<file path="config.mk">
export PLATFORM = sky130hd
export DESIGN_NAME = imem_access_arbiter
export DESIGN_NICKNAME = d
export VERILOG_FILES = /design/src/rtl/imem_access_arbiter.sv
export SDC_FILE = /design/constraint.sdc
export NUM_CORES = 1
export LEC_CHECK = 0
export CAP_MARGIN = 10
export CELL_PAD_IN_SITES_DETAIL_PLACEMENT = 0
export CELL_PAD_IN_SITES_GLOBAL_PLACEMENT = 1
export CORE_AREA = 2 2 94 96
export DETAILED_ROUTE_END_ITERATION = 12
export DIE_AREA = 0 0 96 98
export DONT_BUFFER_PORTS = 1
export PLACE_DENSITY = 0.46
export SLEW_MARGIN = 0
export SYNTH_ARGS = -nofsm -noshare
export SYNTH_HDL_FRONTEND = slang
export SYNTH_SLANG_ARGS = --single-unit
</file>
<file path="constraint.sdc">
create_clock -name clk -period 4.3 [get_ports clk]
set_input_delay 0.86 -clock clk [delete_from_list [all_inputs] [get_ports clk]]
set_output_delay 0.86 -clock clk [all_outputs]
set_load 0.005 [all_outputs]
</file>
<file path="src/rtl/imem_access_arbiter.sv">
// Arbitrates a single-port synchronous-read instruction memory between the fetch unit
// and the loader/debug port, with address checking and a one-cycle response stage.
module imem_access_arbiter #(
    parameter int          MEM_SIZE   = 128,
    parameter int          MAX_WAIT   = 4,
    parameter logic [31:0] NOP_WORD   = 32'h0000_0013,
    localparam int         ADDR_WIDTH = $clog2(MEM_SIZE)
) (
    input  logic                  clk,
    input  logic                  rst_n,
    input  logic                  load_lock,
    input  logic                  f_req_valid,
    output logic                  f_req_ready,
    input  logic [31:0]           f_req_addr,
    output logic                  f_rsp_valid,
    output logic [31:0]           f_rsp_data,
    output logic                  f_rsp_err,
    input  logic                  l_req_valid,
    output logic                  l_req_ready,
    input  logic [31:0]           l_req_addr,
    input  logic                  l_req_we,
    input  logic [31:0]           l_req_wdata,
    output logic                  l_rsp_valid,
    output logic [31:0]           l_rsp_data,
    output logic                  l_rsp_err,
    output logic                  mem_en,
    output logic                  mem_we,
    output logic [ADDR_WIDTH-1:0] mem_addr,
    output logic [31:0]           mem_wdata,
    input  logic [31:0]           mem_rdata
);

    localparam int              SW         = $clog2(MAX_WAIT + 1);
    localparam logic [SW-1:0]   MAX_WAIT_C = SW'(MAX_WAIT);
    localparam logic [SW-1:0]   STARVE_ONE = SW'(1);
    localparam logic [29:0]     MEM_SIZE_C = 30'(MEM_SIZE);

    logic [SW-1:0] starve_q, starve_d;
    logic          rsp_valid_q, rsp_valid_d;
    logic          rsp_owner_q, rsp_owner_d;
    logic          rsp_we_q, rsp_we_d;
    logic          rsp_err_q, rsp_err_d;

    logic          f_cand_s, l_cand_s, f_grant_s, l_grant_s, grant_s;
    logic [31:0]   sel_addr_s;
    logic [29:0]   word_idx_s;
    logic          addr_err_s;
    logic [31:0]   rsp_data_s;

    // Arbitration: loader preferred, fetch forced through once it has waited MAX_WAIT cycles.
    // Grants are held off while rst_n is low so the memory strobe stays quiet in reset.
    always_comb begin
        f_cand_s  = f_req_valid && !load_lock && rst_n;
        l_cand_s  = l_req_valid && rst_n;
        l_grant_s = 1'b0;
        f_grant_s = 1'b0;
        if (l_cand_s && f_cand_s) begin
            f_grant_s = (starve_q == MAX_WAIT_C);
            l_grant_s = !f_grant_s;
        end else begin
            f_grant_s = f_cand_s;
            l_grant_s = l_cand_s;
        end
        grant_s     = f_grant_s || l_grant_s;
        f_req_ready = f_grant_s;
        l_req_ready = l_grant_s;
    end

    // Fetch starvation counter next state.
    always_comb begin
        starve_d = starve_q;
        if (load_lock || !f_req_valid || f_grant_s) begin
            starve_d = '0;
        end else if (starve_q != MAX_WAIT_C) begin
            starve_d = starve_q + STARVE_ONE;
        end else begin
            starve_d = starve_q;
        end
    end

    // Decode of the granted address and memory drive; errored accesses never reach the array.
    always_comb begin
        sel_addr_s = l_grant_s ? l_req_addr : f_req_addr;
        word_idx_s = sel_addr_s[31:2];
        addr_err_s = (sel_addr_s[1:0] != 2'b00) || (word_idx_s >= MEM_SIZE_C);
        mem_en     = 1'b0;
        mem_we     = 1'b0;
        mem_addr   = '0;
        mem_wdata  = 32'h0000_0000;
        if (grant_s && !addr_err_s) begin
            mem_en   = 1'b1;
            mem_addr = word_idx_s[ADDR_WIDTH-1:0];
            mem_we   = l_grant_s && l_req_we;
            if (l_grant_s && l_req_we) begin
                mem_wdata = l_req_wdata;
            end else begin
                mem_wdata = 32'h0000_0000;
            end
        end else begin
            mem_en = 1'b0;
        end
    end

    // Response stage next state: who was granted and what kind of access it was.
    always_comb begin
        rsp_valid_d = grant_s;
        rsp_owner_d = l_grant_s;
        rsp_we_d    = l_grant_s && l_req_we;
        rsp_err_d   = grant_s && addr_err_s;
    end

    // State registers.
    always_ff @(posedge clk or negedge rst_n) begin
        if (!rst_n) begin
            starve_q    <= '0;
            rsp_valid_q <= 1'b0;
            rsp_owner_q <= 1'b0;
            rsp_we_q    <= 1'b0;
            rsp_err_q   <= 1'b0;
        end else begin
            starve_q    <= starve_d;
            rsp_valid_q <= rsp_valid_d;
            rsp_owner_q <= rsp_owner_d;
            rsp_we_q    <= rsp_we_d;
            rsp_err_q   <= rsp_err_d;
        end
    end

    // Response data select and steering to the owning requester; read data passes straight through.
    always_comb begin
        if (rsp_err_q) begin
            rsp_data_s = rsp_we_q ? 32'h0000_0000 : NOP_WORD;
        end else if (rsp_we_q) begin
            rsp_data_s = 32'h0000_0000;
        end else begin
            rsp_data_s = mem_rdata;
        end
        f_rsp_valid = 1'b0;
        f_rsp_data  = 32'h0000_0000;
        f_rsp_err   = 1'b0;
        l_rsp_valid = 1'b0;
        l_rsp_data  = 32'h0000_0000;
        l_rsp_err   = 1'b0;
        if (rsp_valid_q && rsp_owner_q) begin
            l_rsp_valid = 1'b1;
            l_rsp_data  = rsp_data_s;
            l_rsp_err   = rsp_err_q;
        end else if (rsp_valid_q) begin
            f_rsp_valid = 1'b1;
            f_rsp_data  = rsp_data_s;
            f_rsp_err   = rsp_err_q;
        end else begin
            f_rsp_valid = 1'b0;
        end
    end

endmodule
</file>
---- After elaboration in Yosys (flattened, before gate mapping) ----
Cells that the tools add are included.
Widths: inputs -> output; s select.
storage, ports and cells
  bits in registers ....................... 7
  output and inout bits ................... 111
  logic and storage cells ................. 49
operators by class
  $add $sub $neg .......................... 1
  magnitude comparators ................... 1
  equality and inequality tests ........... 2
  muxes and demuxes ....................... 22
  reductions and logical operators ........ 18
operators by type and width
  kind                 number
  $mux 32              8
  $ge 30x8->1 const B  1
  $mux 1               10
  $logic_and 1x1->1    8
  $mux 7               1
  $mux 3               2
  $mux 5               1
  $logic_not 1->1      4
  $logic_or 1x1->1     4
  $reduce_bool 2->1    2
  $add 3x1->3 const B  1
  $eq 3x3->1 const B   1
  $ne 3x3->1 const B   1

---- Logic depth before layout (Yosys ltp) ----
  depth in word-level cells ............... 11
  mapped depth ............................ 8

---- Least setup slack after synthesis ----
No wires, ideal clock.
  path kind ............................... in2out
  from .................................... input l_req_addr[0]
  to ...................................... output mem_wdata[22]
  data arrival time ....................... 1.936 ns
  setup slack ............................. 1.504 ns
  stages on the path ...................... 6
  cells stage by stage .................... nor4_1 > and4_1 > buf_6 > and4_4 > buf_6 > and2_2
between the ends
  word-level cells in the longest chain between the ends .. 6
RTL lines
  element            RTL line  RTL
  start, declared    20        input logic [31:0] l_req_addr,
  $mux 32            83        sel_addr_s = l_grant_s ? l_req_addr : f_req_addr;
  $reduce_bool 2->1  85        addr_err_s = (sel_addr_s[1:0] != 2'b00) || (word_idx_s >= MEM_SIZE_C);
  $logic_or 1x1->1   85
  $logic_not 1->1    90        if (grant_s && !addr_err_s) begin
  $logic_and 1x1->1  90
  $mux 32            90
  end, declared      29        output logic [31:0] mem_wdata,
Every way passes these cells.

---- Final worst setup path ----
  from .................................... register starve_q[0]
  to ...................................... output mem_wdata[26]
between the ends
  word-level cells in the longest chain between the ends .. 9
RTL lines
  element                                                  RTL line  RTL
  start, declared                                          38        logic [SW-1:0] starve_q, starve_d;
  start signal, assigned                                   121       starve_q <= starve_d;
  $eq 3x3->1 *                                             58        f_grant_s = (starve_q == MAX_WAIT_C);
  $logic_not 1->1 *                                        59        l_grant_s = !f_grant_s;
  $mux 1 *                                                 57        if (l_cand_s && f_cand_s) begin
  named net l_req_ready                                    19        output logic l_req_ready,
  $mux 32                                                  83
  $ge 30x8->1 / $reduce_bool 2->1 (equally long branches)  85
  $logic_or 1x1->1                                         85
  $logic_not 1->1                                          90
  $logic_and 1x1->1                                        90
  $mux 32 *                                                90
The timed path passes the listed nets; every way through them passes the cells marked *.

==> flow_metrics.env <==
export IMPL_status="finished, final reports clean"
export IMPL_vdd_drop_max_uv=67.4
export IMPL_clock_path_buffers=2
export IMPL_hold_buffers=0
export IMPL_path_class="flip-flop to output port"
export IMPL_power_frac_clock=0.449
export IMPL_num_antenna_cells=0
export IMPL_tritoncts="built"
export IMPL_post_cts_buffers=0
export IMPL_firstDrtPassIters=4
export IMPL_pin_count=245
export IMPL_ys_types=26
export IMPL_layout_drive_gt1_share=0.112
export IMPL_die_w_um=96
export IMPL_setup_violations=0
export IMPL_skew_ns=0.00301
export IMPL_report_final_slew_viol_count=0
export IMPL_setup_tns_final_ns=0
export IMPL_syn_inst=196
export IMPL_slew_headroom=0.512
export IMPL_nets=325
export IMPL_finalHoldViolations=0
export IMPL_die_area_um2=9410
export IMPL_worstSetupEndpointType="output port"
export IMPL_cts_max_level=1
export IMPL_yosysTopAreaCell="and2_1"
export IMPL_grtUsageTotal=0.108
export IMPL_rsz0062_at_grt="false"
export IMPL_initial_core_util=0.156
export IMPL_routabilityCongestion=0.846
export IMPL_hpwl_um=5210
export IMPL_fill_cells=958
export IMPL_synth_fp_nets=332
export IMPL_antenna_left=0
export IMPL_internal_power_mw=0.150
export IMPL_wire_per_inst_um=19.5
export IMPL_path_max_fanout=33
export IMPL_num_rows=34
export IMPL_antenna_found_initial=0
export IMPL_post_cts_resized=0
export IMPL_routed_wirelength_um=5770
export IMPL_placed_cells=290
export IMPL_cellPowerDensity_nw_per_um2=143
export IMPL_worst_pin_slew_ns=0.727
export IMPL_fin_crit_ns=3.18
export IMPL_yosys_warnings=0
export IMPL_io_buffers=0
export IMPL_synth_area_um2=1320
export IMPL_switching_share=0.282
export IMPL_cts_inserted_buffers=3
export IMPL_placeableCoreArea_um2=8470
export IMPL_grt_pass1_wl_um=7580
export IMPL_ys_seq_elements=7
export IMPL_layout_cells_non_filler=296
export IMPL_maxCapViolCount=0
export IMPL_p_comb_frac=0.204
export IMPL_netlist_area_leader_share=0.378
export IMPL_path_clk_slew_ns=0.04
export IMPL_p_sw_mw=0.0588
export IMPL_fp_dieH_um=98
export IMPL_grt_pass1_vias=1343
export IMPL_grt_max_degree=34
export IMPL_synth_avg_cell_area_um2=6.75
export IMPL_drt_vias_per_instance=4.72
export IMPL_grt_ovfl_total=0
export IMPL_hold_path_class="primary input to asynchronous set/reset pin"
export IMPL_areaGrowthSynthToFinish_pct=10.0
export IMPL_critPathArrivalTime_ns=2.32
export IMPL_critPathLaunchType="flip-flop"
export IMPL_finalCritPeriodShare=0.741
export IMPL_clkSinkCount=7
export IMPL_fmax_ghz=0.314
export IMPL_clock_root_buffer="clkbuf_8"
export IMPL_p_seq_frac=0.348
export IMPL_multiInputGateArea_um2=1050
export IMPL_drc=0
export IMPL_seqCellArea_um2=175
export IMPL_first_iter_violations=30
export IMPL_synth_area_top_cells="and2_1 (38%), dfrtp_1 (13%), and2_2 (6.8%), nand4_1 (6.6%), nor4_1 (4.7%)"
export IMPL_clk_insertion_delay_late_ns=0.23
export IMPL_seq_area_frac_synth=0.132
export IMPL_vias=1396
export IMPL_critPathRequiredTime_ns=3.44
export IMPL_p_leak_nw=0.573
## layout make-up
| cell class | instances | area share |
|---|---|---|
| Timing Repair Buffer | 2 | 0.0189 |
| Clock buffer | 4 | 0.0309 |
| Tap cell | 108 | 0.0928 |
| Inverter | 7 | 0.0180 |
| Multi-Input combinational cell | 168 | 0.719 |
| Sequential cell | 7 | 0.120 |
## state kept, by name, summed over array words and instances (netlist names)
name,cells
rsp_valid_q,1
rsp_owner_q,1
rsp_we_q,1
rsp_err_q,1
starve_q,3
## per-stage QoR
step | utilization | instance area [um^2] | total power [mW] | setup WS, ns | hold slack, ns
global placement | 0.163 | 1380 | 0.115 | 1.21 | 0.565
global route | 0.172 | 1460 | 0.222 | 0.928 | 0.317
finish | 0.172 | 1460 | 0.209 | 1.12 | 0.324
detailed placement | 0.163 | 1380 | 0.115 | 1.17 | 0.565
CTS | 0.169 | 1430 | 0.210 | 1.09 | 0.322
floorplan | - | 1320 | 0.106 | 1.50 | 0.536
## layout by cell type, fill, tap and decap left out, drive strengths merged, types with 5 or more instances in the layout
cell / n
and2: 92
nand4: 14
nor2: 12
nor4: 10
a21oi: 9
inv: 7
dfrtp: 7
clkbuf: 6
nor3: 5
## cell usage after synthesis (all sizes together)
| cell | number |
|---|---|
| nor2 | 12 |
| nand2b | 1 |
| clkbuf | 8 |
| and2 | 92 |
| ha | 2 |
| buf | 6 |
| and3 | 4 |
| nor2b | 1 |
| o21ai | 2 |
| inv | 7 |
| nor3 | 5 |
| o21bai | 3 |
| nand4 | 14 |
| nor4 | 10 |
| and4 | 3 |
| xnor2 | 1 |
| dfrtp | 7 |
| nand3 | 4 |
| nand4b | 1 |
| nand2 | 4 |
| a21oi | 9 |
## metal layers
metal  share of wire  up-vias  track usage
met5               0        -            0
met4          0.0087        0       0.0264
met3           0.097        5       0.0170
met2            0.56      145        0.224
met1            0.33      612        0.105
li1                -      634            -
## cells by family (layout without fill, tap and decap cells)
group                    Yosys count  after routing  synth area share
adder cells (fa/ha/maj)            2              2            0.0189
AND/OR/NAND/NOR                  151            151             0.699
flip-flops                         7              7             0.132
AO/OA/AOI/OAI                     14             14            0.0586
buffers and inverters             21             13            0.0841
XOR/XNOR                           1              1           0.00662
## final timing paths
path / start / to / slack, ns / cells after the start
max in group asynchronous: rst_n / rsp_we_q / 3.90 / 0
worst min-delay path: rst_n / starve_q[2] / 0.32 / 0
worst max-delay path: starve_q[0] / mem_wdata[26] / 1.12 / 7
min in group clk: starve_q[1] / starve_q[1] / 0.57 / 2
worst min register to register: starve_q[1] / starve_q[1] / 0.57 / 2
worst max register to register: starve_q[0] / starve_q[2] / 2.34 / 7
## critical path: stages (launching register included)
cell	delay, ns
dfrtp_1	0.38
inv_1	0.06
ha_1	0.24
nand4b_1	0.13
nand3_2	0.19
inv_1	0.42
and4_4	0.48
and2_2	0.20
## power groups by stage
stage          clock (mW)  combinational [mW]  sequential, mW
2_1_floorplan           0              0.0342          0.0718
3_3_place_gp            0              0.0414          0.0736
4_1_cts            0.0954              0.0414          0.0728
5_1_grt            0.0995              0.0493          0.0736
3_5_place_dp            0              0.0414          0.0738
6_report           0.0937              0.0426          0.0727
Note: power is estimated with default switching activity, not from simulation.
